`config.mk`:
```
export PLATFORM = sky130hd
export DESIGN_NAME = autosym_space_scan
export DESIGN_NICKNAME = d
export VERILOG_FILES = /design/src/rtl/autosym_pkg.sv /design/src/rtl/autosym_tt_mem.sv /design/src/rtl/autosym_space_scan.sv
export SDC_FILE = /design/constraint.sdc
export NUM_CORES = 1
export LEC_CHECK = 0
export CORE_ASPECT_RATIO = 1.25
export CORE_MARGIN = 2
export CORE_UTILIZATION = 60
export DETAILED_ROUTE_END_ITERATION = 7
export GPL_TIMING_DRIVEN = 0
export PLACE_DENSITY = 0.79
export SYNTH_ARGS = -nofsm -noshare
export SYNTH_HDL_FRONTEND = slang
export SYNTH_HIERARCHICAL = 1
export SYNTH_SLANG_ARGS = --single-unit
```
`constraint.sdc`:
```
create_clock -name clk -period 12.5 [get_ports clk]
set_clock_uncertainty 0.1 [all_clocks]
set_input_delay 2.5 -clock clk [delete_from_list [all_inputs] [get_ports clk]]
set_output_delay 2.5 -clock clk [all_outputs]
set_load 0.02 [all_outputs]
```
`src/rtl/autosym_pkg.sv`:
```
// rtl/autosym_pkg.sv - shared types, defaults and helpers for the autosymmetry scanner
//
// Purpose: FSM state encoding, default geometry and the one-hot to index
// helper used to turn the linear-space size into the autosymmetry degree.
// Ports: none (package).
// Optional feature macro: AUTOSYM_EARLY_ABORT_EN (consumed by autosym_space_scan).

package autosym_pkg;

    typedef enum logic [1:0] {
        IDLE = 2'd0,
        EMIT = 2'd1,
        SCAN = 2'd2,
        DONE = 2'd3
    } autosym_state_e;

    localparam int N_IN_DEF   = 8;
    localparam int LOAD_W_DEF = 32;

    // Index of the single set bit; the linear space size is always a power of two.
    function automatic logic [7:0] log2_onehot(input logic [63:0] v);
        logic [7:0] r;
        r = 8'd0;
        for (int i = 0; i < 64; i++) begin
            if (v[i]) begin
                r = 8'(i);
            end
        end
        return r;
    endfunction

endpackage

```
`src/rtl/autosym_tt_mem.sv`:
```
// rtl/autosym_tt_mem.sv - truth-table bit array with word write port and two bit read ports
//
// Purpose: holds the 2^N_IN-bit truth table of f. Loaded LOAD_W bits at a
// time; read combinationally at two addresses per cycle (x and x^a).
// Ports:
//   clk_i, rst_i        clock, asynchronous active-high clear of the table
//   wr_en_i             write one word
//   wr_addr_i [AW]      word index; bit i of word w is f(w*LOAD_W + i)
//   wr_data_i [LOAD_W]  word data
//   rd0_addr_i, rd1_addr_i [N_IN]  bit read addresses
//   rd0_o, rd1_o        f at those addresses

module autosym_tt_mem #(
    parameter int   N_IN   = 8,
    parameter int   LOAD_W = 32,
    localparam int  LB     = $clog2(LOAD_W),
    localparam int  AW     = N_IN - LB,
    localparam int  DEPTH  = 1 << N_IN
) (
    input  logic              clk_i,
    input  logic              rst_i,
    input  logic              wr_en_i,
    input  logic [AW-1:0]     wr_addr_i,
    input  logic [LOAD_W-1:0] wr_data_i,
    input  logic [N_IN-1:0]   rd0_addr_i,
    input  logic [N_IN-1:0]   rd1_addr_i,
    output logic              rd0_o,
    output logic              rd1_o
);

    logic [DEPTH-1:0] mem_q;
    logic [N_IN-1:0]  wr_base;

    assign wr_base = {wr_addr_i, {LB{1'b0}}};

    always_ff @(posedge clk_i or posedge rst_i) begin
        if (rst_i) begin
            mem_q <= '0;
        end else if (wr_en_i) begin
            mem_q[wr_base +: LOAD_W] <= wr_data_i;
        end
    end

    assign rd0_o = mem_q[rd0_addr_i];
    assign rd1_o = mem_q[rd1_addr_i];

endmodule

```
`src/rtl/autosym_space_scan.sv`:
```
// rtl/autosym_space_scan.sv - sequential linear-structure scanner for single-output functions
//
// Purpose: after the truth table is loaded and start is pulsed, tests every
// candidate a for f(x) == f(x^a) over all x, streams passing vectors on the
// ls_* handshake, then reports the linear space size and autosymmetry degree.
// Ports:
//   clk, rst                    clock, asynchronous active-high reset
//   tt_wr_en/addr/data          truth-table word load (IDLE only)
//   start                       begin scan (ignored if tt_wr_en is also high)
//   busy, done                  scan in progress, one-cycle end pulse
//   ls_valid/ls_ready/ls_vec    linear-structure output stream
//   ls_count, degree            space size (includes a=0) and log2 of it
// Optional feature macro: AUTOSYM_EARLY_ABORT_EN leaves a candidate on the
// cycle after its first mismatch instead of sweeping all x.

module autosym_space_scan
    import autosym_pkg::*;
#(
    parameter int  N_IN   = N_IN_DEF,
    parameter int  LOAD_W = LOAD_W_DEF,
    localparam int AW     = N_IN - $clog2(LOAD_W),
    localparam int DW     = $clog2(N_IN + 1)
) (
    input  logic              clk,
    input  logic              rst,
    input  logic              tt_wr_en,
    input  logic [AW-1:0]     tt_wr_addr,
    input  logic [LOAD_W-1:0] tt_wr_data,
    input  logic              start,
    output logic              busy,
    output logic              done,
    output logic              ls_valid,
    input  logic              ls_ready,
    output logic [N_IN-1:0]   ls_vec,
    output logic [N_IN:0]     ls_count,
    output logic [DW-1:0]     degree
);

    autosym_state_e  state_q;
    logic [N_IN-1:0] a_q;
    logic [N_IN-1:0] x_q;
    logic            fail_q;
    logic            busy_q;
    logic            done_q;
    logic            ls_valid_q;
    logic [N_IN-1:0] ls_vec_q;
    logic [N_IN:0]   ls_count_q;
    logic [DW-1:0]   degree_q;

    logic            wr_en;
    logic            rd_x;
    logic            rd_xa;
    logic            mismatch;
    logic            fail_now;
    logic            a_last;
    logic            x_last;
    logic            cand_end;
    logic [N_IN:0]   cnt_inc;
    logic [DW-1:0]   deg_cur;
    logic [DW-1:0]   deg_inc;

    // The table is frozen while a scan runs so results stay self-consistent.
    assign wr_en = tt_wr_en && (state_q == IDLE);

    autosym_tt_mem #(
        .N_IN   (N_IN),
        .LOAD_W (LOAD_W)
    ) u_tt_mem (
        .clk_i      (clk),
        .rst_i      (rst),
        .wr_en_i    (wr_en),
        .wr_addr_i  (tt_wr_addr),
        .wr_data_i  (tt_wr_data),
        .rd0_addr_i (x_q),
        .rd1_addr_i (x_q ^ a_q),
        .rd0_o      (rd_x),
        .rd1_o      (rd_xa)
    );

    assign mismatch = rd_x ^ rd_xa;
    assign fail_now = fail_q | mismatch;
    assign a_last   = (a_q == {N_IN{1'b1}});
    assign x_last   = (x_q == {N_IN{1'b1}});

`ifdef AUTOSYM_EARLY_ABORT_EN
    assign cand_end = x_last || mismatch;
`else
    assign cand_end = x_last;
`endif

    // Degree is taken from the count as it will stand in DONE: incremented
    // when the final candidate is emitted, unchanged when it failed.
    assign cnt_inc = ls_count_q + 1'b1;
    assign deg_cur = DW'(log2_onehot(64'(ls_count_q)));
    assign deg_inc = DW'(log2_onehot(64'(cnt_inc)));

    always_ff @(posedge clk or posedge rst) begin
        if (rst) begin
            state_q    <= IDLE;
            a_q        <= '0;
            x_q        <= '0;
            fail_q     <= 1'b0;
            busy_q     <= 1'b0;
            done_q     <= 1'b0;
            ls_valid_q <= 1'b0;
            ls_vec_q   <= '0;
            ls_count_q <= '0;
            degree_q   <= '0;
        end else begin
            done_q <= 1'b0;
            case (state_q)
                IDLE: begin
                    if (start && !tt_wr_en) begin
                        state_q    <= EMIT;
                        a_q        <= '0;
                        x_q        <= '0;
                        fail_q     <= 1'b0;
                        busy_q     <= 1'b1;
                        ls_valid_q <= 1'b1;
                        ls_vec_q   <= '0;
                        ls_count_q <= '0;
                        degree_q   <= '0;
                    end
                end
                EMIT: begin
                    if (ls_ready) begin
                        ls_valid_q <= 1'b0;
                        ls_count_q <= cnt_inc;
                        if (a_last) begin
                            state_q  <= DONE;
                            done_q   <= 1'b1;
                            busy_q   <= 1'b0;
                            degree_q <= deg_inc;
                        end else begin
                            state_q <= SCAN;
                            a_q     <= a_q + 1'b1;
                            x_q     <= '0;
                            fail_q  <= 1'b0;
                        end
                    end
                end
                SCAN: begin
                    if (cand_end) begin
                        if (!fail_now) begin
                            state_q    <= EMIT;
                            ls_valid_q <= 1'b1;
                            ls_vec_q   <= a_q;
                        end else if (a_last) begin
                            state_q  <= DONE;
                            done_q   <= 1'b1;
                            busy_q   <= 1'b0;
                            degree_q <= deg_cur;
                        end else begin
                            a_q    <= a_q + 1'b1;
                            x_q    <= '0;
                            fail_q <= 1'b0;
                        end
                    end else begin
                        x_q    <= x_q + 1'b1;
                        fail_q <= fail_now;
                    end
                end
                DONE: begin
                    state_q <= IDLE;
                end
                default: begin
                    state_q <= IDLE;
                end
            endcase
        end
    end

    assign busy     = busy_q;
    assign done     = done_q;
    assign ls_valid = ls_valid_q;
    assign ls_vec   = ls_vec_q;
    assign ls_count = ls_count_q;
    assign degree   = degree_q;

endmodule

```
==> metrics <==
Core Rows=68; total setup buffers inserted after CTS=0; CP arrival=6.69 ns; required time at the endpoint of the critical path=12.84 ns; DRC=2; Post-synth ARST share=100%; height of the chip=190 um; part of the cycle the worst path needs=50.8%; die area=29100 um2; number of global-route vias before repair=14500; deepest clock path buffer count=3; cts bufs inserted=30; final count of hold timing violations=0; share of layout cells above drive strength 1=18.4%; Leak Pwr=7.79 nW; CTS Sinks=299; post-synthesis register bit count=299; number of levels in the clock H-tree=1; worst hold path class=flop to flop; DRT met1 WL=19300 um; Hold Path Stages=2; Period minus WS final=6.35 ns; worst slack at placement=6.40 ns; Port Buf Inserts=63; cell area after placement=17800 um2; antenna violations before repair=1; count of pins over their slew limit=0; CTS tree=done; portion of synthesized cell area occupied by the leading cell type=44.9%; net switching power=0.00140 W; HPWL after DPL=39100 um; switch share=37.3%; GP Congestion=1.03; cell type with the highest aggregate area in the netlist=dfrtp_1; length of the first detailed-routing pass in iterations=8; later-pin clock latency in the skew report=0.57 ns; synthesized cell area=16700 um2; final worst slack=6.15 ns; register share of total power=37.8%; final instance area=18800 um2; PostCTS Resize Cnt=0; count of nets left with antenna violations after detail routing=0; detailed-route via count=14300; syn_area_per_cell=10.8 um2; maximum number of pins on one net before global-route repair=128; violations in the final reports=design-rule violations, max-capacitance violations; Routed WL=56800 um; Power per Cell Area=200 nW/um2; root buf cell=clkbuf_16; DRC marker count from the first detailed-route iteration=1682; total negative slack for setup checks=0 ns; max capacitance violation total=1; Setup CP Type=flop to flop; length of routed met2 wiring=25800 um; total power=0.00374 W; Core Region=27500 um2; met3 wire length=6390 um; internal portion of total power=0.00235 W; number of warnings issued by yosys=6; synthesized netlist cell count=1544; Setup crit start kind=flop; setup repair after global routing missed its margin=false; transition time of the tightest slew-check pin=1.47 ns; Worst IR Drop VDD=163 uV; cell types occupying the most area after synthesis=dfrtp_1 (45%), mux4_2 (11%), mux2_2 (9.1%); clock transition at the registers of the reported paths=0.07 ns; number of buffers inserted for hold repair after clock tree synthesis=0; Slew headroom=1.46%; endpoint class of the critical path=flop; highest metal layer with signal wires=met5; starting density of the core=60.6%; endpoints failing setup=0; wire length per cell after detailed routing=28.2 um; portion of total power attributed to combinational logic=38.9%; maximum fanout along the worst path=10; overall global routing resource usage=39.2%; wire length of the first global-routing pass=86100 um; worst reg2reg path depth=19; outcome=finished, violations left; EDFF count, synth=0; x dimension of the die=153 um; f_max=158 MHz; Cell variety after synth=67; Area Overhead vs Synth=12.6%; detail-routed via count per cell=7.09; dominant synthesized flop cell=dfrtp_1; clock network fraction of total power=23.3%; count of nets after finishing=1692; part of the Yosys area used for sequential elements=44.9%; I/O pin count=64; number of nets in the synthesized netlist=1594; total gr overflow=0
## critical path, cell delays in order, from the launching register on
cell and delay (ns):
dfrtp_1 0.36, clkbuf_1 0.38, xor2_1 0.75, buf_6 0.33
buf_4 0.34, buf_4 0.33, buf_6 0.26, mux2i_1 0.22
o22ai_1 0.10, a2111oi_0 0.59, nor2_1 0.11, a311oi_1 0.33
a22oi_1 0.12, xor2_1 0.38, nor3b_1 0.18, or4b_1 0.48
buf_2 0.19, or4_1 0.42, xor2_1 0.18, nor2_2 0.04
## flip-flops by register name, indices dropped and copies added (netlist names)
signal / flops
a_q: 8
busy: 1
degree: 4
done: 1
fail_q: 1
ls_count: 9
ls_valid: 1
ls_vec: 8
state_q: 2
u_tt_mem/mem_q: 256
x_q: 8
## final cells by class
class | count | area (um2)
diodes | 2 | 5.00
plain buffers | 114 | 508
clock buffers | 50 | 907
clock inverters | 4 | 22.5
fillers | 2088 | 8730
inverters | 19 | 78.8
multi-input cells | 1112 | 8610
flip-flops and latches | 299 | 7480
well taps | 350 | 438
repair buffers | 66 | 706
## cell families after synthesis
logic type               Yosys count  share of synthesized area [%]
adder cells (fa/ha/maj)           10                          0.751
AND/OR/NAND/NOR                  468                           12.2
XOR/XNOR                          17                          0.894
multiplexers                     323                           26.7
buffers and inverters            133                           3.48
flip-flops                       299                           44.9
AO/OA/AOI/OAI                    294                           11.0
## power groups by stage
stage	combinational (W)	clock [W]	sequential [W]
after floorplan	0.00100	0	0.00136
after global placement	0.00137	0	0.00139
after detailed placement	0.00141	0	0.00142
after CTS	0.00141	0.000873	0.00140
after global routing	0.00153	0.000912	0.00144
final	0.00146	0.000871	0.00142
## final timing paths
path                                start                   to  slack (ns)
min in group asynchronous             rst  u_tt_mem/mem_q[161]        2.26
worst min-delay path            degree[3]            degree[3]        0.38
max in group asynchronous             rst   u_tt_mem/mem_q[16]        8.69
worst min register to register  degree[3]            degree[3]        0.38
worst max-delay path               a_q[0]               a_q[6]        6.15
worst max register to register     a_q[0]               a_q[6]        6.15
## layer usage
metal / up-vias / GRT usage (%)
met5: - / 0
met4: 2 / 30.7
met3: 354 / 10.3
met2: 1068 / 61.6
met1: 6998 / 46.1
li1: 5870 / -
## cells in the mapped netlist (all sizes together) (3+ instances only)
cell,instances
nand3b,7
dfrtp,299
a32oi,3
or2,3
o21ai,132
o31ai,7
clkbuf,71
nand3,34
mux4,84
nand2,302
or3,6
ha,10
or4,3
and2,3
xnor2,5
and3,3
nand2b,3
a22o,28
nor4b,4
a21oi,20
nor2b,7
o21a,6
mux2i,104
o22ai,45
nor4,15
nor2,51
a31oi,11
mux2,135
nand4,6
a2111oi,6
buf,43
nor3,14
inv,18
xor2,12
a22oi,10
## per-stage QoR
step	std cells	hold slack [ns]	utilization (%)
5_1_grt	2014	0.414	68.2
3_5_place_dp	1960	0.368	64.8
4_1_cts	2014	0.382	68.2
6_report	2016	0.383	68.2
3_3_place_gp	1957	0.365	64.5
2_1_floorplan	1544	0.350	-
## cells in the final DEF (no fill, tap or decap), types with 7 or more instances in the layout
cell,instances
a21oi_1,20
a22o_1,28
a22oi_1,10
a31oi_1,11
buf_1,10
buf_2,22
buf_4,8
clkbuf_1,84
clkbuf_16,31
clkdlybuf4s50_1,63
dfrtp_1,299
ha_1,10
inv_1,16
mux2_2,134
mux2i_1,104
mux4_2,84
nand2_1,302
nand3_1,34
nand3b_1,7
nor2_1,50
nor2b_1,7
nor3_1,14
nor4_1,15
o21ai_0,129
o22ai_1,45
o31ai_1,7
xor2_1,12
Power figures use the tool's default switching activity.
